===== src/rtl/io_event_fifo.sv =====
// Collects single-cycle button/rotary pulses into per-source pending bits and queues them, lowest source first, as 3-bit codes.
// Pulse-to-valid latency is 2 cycles; a full FIFO holds pending bits, and a repeat pulse on a still-pending source sets sticky overflow.
module io_event_fifo #(
    parameter int DEPTH = 8,
    parameter int CW    = $clog2(DEPTH) + 1
) (
    input  logic          clk,
    input  logic          rst,
    input  logic [4:0]    compass_buttons,
    input  logic          rotary_push,
    input  logic          rotary_event,
    input  logic          rotary_left,
    input  logic          event_ready,
    input  logic          overflow_clr,
    output logic          event_valid,
    output logic [2:0]    event_code,
    output logic [CW-1:0] event_count,
    output logic          overflow
);
    localparam int AW = (DEPTH > 1) ? $clog2(DEPTH) : 1;
    localparam logic [CW-1:0] FULL_COUNT = CW'(DEPTH);

    logic [7:0]    src;
    logic [7:0]    pending;
    logic [7:0]    push_mask;
    logic [7:0]    pending_next;
    logic [2:0]    push_code;
    logic          push;
    logic          pop;
    logic          can_push;
    logic          merge_loss;
    logic [AW-1:0] wr_ptr;
    logic [AW-1:0] rd_ptr;
    logic [2:0]    mem [DEPTH];

    // Bit position is the event code.
    assign src = {rotary_event & rotary_left, rotary_event & ~rotary_left,
                  rotary_push, compass_buttons};

    assign event_valid = (event_count != '0);
    assign pop         = event_valid & event_ready;
    assign can_push    = (event_count != FULL_COUNT) | pop;
    assign event_code  = mem[rd_ptr];

    always_comb begin
        push_code = 3'd0;
        for (int i = 7; i >= 0; i--) begin
            if (pending[i]) begin
                push_code = 3'(i);
            end
        end
    end

    assign push      = (|pending) & can_push;
    assign push_mask = push ? (8'd1 << push_code) : 8'd0;

    // A pulse on the bit being pushed this cycle re-arms it instead of being lost.
    assign merge_loss   = |(src & pending & ~push_mask);
    assign pending_next = (pending & ~push_mask) | src;

    always_ff @(posedge clk or posedge rst) begin
        if (rst) begin
            pending     <= '0;
            wr_ptr      <= '0;
            rd_ptr      <= '0;
            event_count <= '0;
            overflow    <= 1'b0;
        end else begin
            pending <= pending_next;
            if (push) begin
                wr_ptr <= wr_ptr + AW'(1);
            end
            if (pop) begin
                rd_ptr <= rd_ptr + AW'(1);
            end
            case ({push, pop})
                2'b10:   event_count <= event_count + CW'(1);
                2'b01:   event_count <= event_count - CW'(1);
                default: event_count <= event_count;
            endcase
            if (merge_loss) begin
                overflow <= 1'b1;
            end else if (overflow_clr) begin
                overflow <= 1'b0;
            end
        end
    end

    always_ff @(posedge clk) begin
        if (push) begin
            mem[wr_ptr] <= push_code;
        end
    end
endmodule


===== config.mk =====
export PLATFORM = sky130hd
export DESIGN_NAME = io_event_fifo
export DESIGN_NICKNAME = d
export VERILOG_FILES = /design/src/rtl/io_event_fifo.sv
export SDC_FILE = /design/constraint.sdc
export NUM_CORES = 1
export LEC_CHECK = 0
export CAP_MARGIN = 20
export CORE_ASPECT_RATIO = 0.6
export CORE_MARGIN = 2
export CORE_UTILIZATION = 45
export CTS_CLUSTER_SIZE = 20
export DETAILED_ROUTE_END_ITERATION = 8
export PLACE_DENSITY = 0.66
export SLEW_MARGIN = 20
export SYNTH_ARGS = -nofsm -noshare
export SYNTH_HDL_FRONTEND = slang
export SYNTH_SLANG_ARGS = --single-unit

===== constraint.sdc =====
create_clock -name clk -period 6.4 [get_ports clk]
set_clock_uncertainty 0.2 [all_clocks]
set_input_delay 1.28 -clock clk [delete_from_list [all_inputs] [get_ports clk]]
set_output_delay 1.28 -clock clk [all_outputs]
set_load 0.01 [all_outputs]

==> flow_metrics.env <==
export IMPL_coreArea_sq_um=4230
export IMPL_firstDrtPassIters=4
export IMPL_ys_flop_type="edfxtp_1"
export IMPL_async_flop_share_pct=44.2
export IMPL_cp_end_kind="primary output"
export IMPL_nets=193
export IMPL_maxCapViolCount=0
export IMPL_gp_congestion=0.861
export IMPL_slowest_stage="dfrtp_1"
export IMPL_cts_path_max_buffers=2
export IMPL_hold_viol_final=0
export IMPL_p_leak_nw=0.904
export IMPL_synth_xor_area_share_pct=3.43
export IMPL_clk_latency_ns=0.30
export IMPL_grt_max_degree=20
export IMPL_yosys_warnings=0
export IMPL_irDropWorstVdd_v=0.000219
export IMPL_numPortBuffers=20
export IMPL_syn_avg_cell_area_sq_um=13.4
export IMPL_synthTopCellsByCount="edfxtp_1, dfrtp_1, nand2_1, nor2_1, inv_1"
export IMPL_yosys_area_top_type="edfxtp_1"
export IMPL_crit_chain="mux4_2 -> mux2_2 -> clkdlybuf4s50_1"
export IMPL_synth_edf_count=24
export IMPL_holdCritPathClass="flip-flop to flip-flop"
export IMPL_tns_ns=0
export IMPL_max_freq_mhz=267
export IMPL_drv_slew=0
export IMPL_dp_slack_ns=2.73
export IMPL_p_per_area_nw_per_um2=402
export IMPL_finalSetupViolations=0
export IMPL_overflow=0
export IMPL_synthMuxAreaShare_pct=10.9
export IMPL_cp_arrival_ns=2.26
export IMPL_fin_total_pwr_mw=0.965
export IMPL_placed_cells=229
export IMPL_syn_nets=169
export IMPL_drt_initial_drc_count=86
export IMPL_startpoint_type="flip-flop"
export IMPL_path_class="flip-flop to primary output"
export IMPL_drc=0
export IMPL_synth_compound_area_share_pct=9.74
export IMPL_run_status="finished clean"
export IMPL_synthAdderAreaFrac_pct=3.43
export IMPL_final_cells=237
export IMPL_clkTransAtPathRegs_ns=0.09
export IMPL_num_vias=1244
export IMPL_cp_max_fo=8
export IMPL_critical_path_top_delay_family="multiplexers"
export IMPL_period_minus_slack_ns=3.74
export IMPL_ys_ff_latch=43
export IMPL_synth_top_family_by_area="simple AND/OR/NAND/NOR gates"
export IMPL_drt_wl_total_microns=3750
export IMPL_cts_made_buffers=5
export IMPL_io_pins=21
export IMPL_initial_core_util_pct=48.3
export IMPL_antennaDiodeCount=0
export IMPL_fp_dieArea_sq_um=5110
export IMPL_synth_most_common_cell="edfxtp_1"
export IMPL_clockRootBuffer="clkbuf_8"
export IMPL_finalWorstSetupSlack_ns=2.66
export IMPL_slowest_delay_ns=0.65
export IMPL_cts_tree="done"
export IMPL_die_x_microns=91.0
export IMPL_cp_required_ns=4.92
export IMPL_worst_pin_slew_ns=0.746
export IMPL_synth_area_leaders="edfxtp_1, dfrtp_1, mux4_2"
export IMPL_rsz0062_at_grt="false"
export IMPL_synth_top_cell_area_share_pct=35.3
export IMPL_cp_num_buf_inv=1
export IMPL_vias_per_cell=5.25
export IMPL_synth_cell_types=43
export IMPL_grt_pass1_wl_microns=6300
export IMPL_drive_gt1_share_pct=15.8
export IMPL_synthCells=152
export IMPL_syn_area_sq_um=2040
export IMPL_syn_to_final_growth_pct=17.4
export IMPL_cts_resized=0
export IMPL_num_rows=18
export IMPL_cts_setup_buffers=0
export IMPL_cts_sinks=43
export IMPL_synth_simple_area_share_pct=11.5
export IMPL_die_y_microns=56.2
export IMPL_grt_pass1_vias=1270
export IMPL_ctsHtreeMaxLevel=2
export IMPL_fin_crit_sh_pct=58.5
export IMPL_hpwl_microns=2900
export IMPL_antenna_found_initial=0
export IMPL_postRouteAntennaNets=0
export IMPL_cts_hold_buf=0
export IMPL_ys_seq_area_share_pct=58.5
export IMPL_relSlewSlack_pct=50.2
export IMPL_grtUsageTotal_pct=16.4
export IMPL_wl_per_cell_microns=15.8
==> flip-flops by register name (all words and copies together) (netlist names) <==
name	flops
pending	8
overflow	1
rd_ptr	3
mem	24
wr_ptr	3
event_count	4
==> kinds of logic after synthesis <==
kind of cell,count (synthesis)
compound gates,25
xor+xnor,8
fa+ha+maj,5
buf+inv,13
flops,43
mux,14
simple gates,44
==> report_power, final <==
group | internal (mW) | total, mW | switching (mW)
clock | 0.0780 | 0.175 | 0.0970
combinational | 0.193 | 0.338 | 0.145
sequential | 0.378 | 0.452 | 0.0743
total | 0.649 | 0.965 | 0.316
==> routing by layer <==
layer / vias to the layer above / routed length [microns] / share of wire (%) / track usage (%)
met3: 2 / 155 / 4.1 / 5.01
met5: - / 0 / 0 / 0
met4: 0 / 10 / 0.27 / 3.90
met1: 612 / 1980 / 53 / 24.8
met2: 20 / 1600 / 43 / 23.1
li1: 610 / - / - / -
==> path summary, 6_finish.rpt <==
kind                                      from             end  slack (ns)  depth (start not counted)
worst max-delay path                 rd_ptr[0]   event_code[2]        2.66                          3
worst min-delay path            event_count[3]  event_count[3]        0.34                          1
worst max register to register      pending[3]  event_count[3]        3.57                          8
worst min register to register  event_count[3]  event_count[3]        0.34                          1
max in group asynchronous                  rst      pending[2]        4.32                          2
min in group asynchronous                  rst  event_count[1]        1.20                          2
==> placed cells by master (no fill, tap or decap), types with 2 or more instances in the layout <==
master and instances:
mux4_2 6, nand2_1 12, nand3_1 3, clkinvlp_4 2, ha_1 4, a21o_1 4
o21ai_0 2, a21oi_1 2, nand2b_1 6, xnor2_1 4, xor2_1 4, edfxtp_1 24
nor2_1 12, or4_4 3, clkbuf_8 5, nor3_1 3, mux2_2 6, dfrtp_1 19
inv_1 9, a22oi_1 2, mux2i_1 2, o31ai_1 2, clkdlybuf4s50_1 20
==> cell type report <==
cell class	count	area [sq um]
fill	370	1840
clock inverter	3	23.8
tap	60	75.1
inverter	10	37.5
timing repair buffer	20	200
sequential	43	1200
clock buffer	5	68.8
multi-input combinational	96	797
==> per-stage QoR <==
stage                     area (sq um)  hold WS [ns]  utilization (%)
after floorplan                   2040         0.280                -
after global placement            2310         0.303             54.5
after detailed placement          2310         0.328             54.5
after CTS                         2400         0.341             56.6
after global routing              2400         0.349             56.6
final                             2400         0.336             56.6
(Power assumes the default switching activity.)
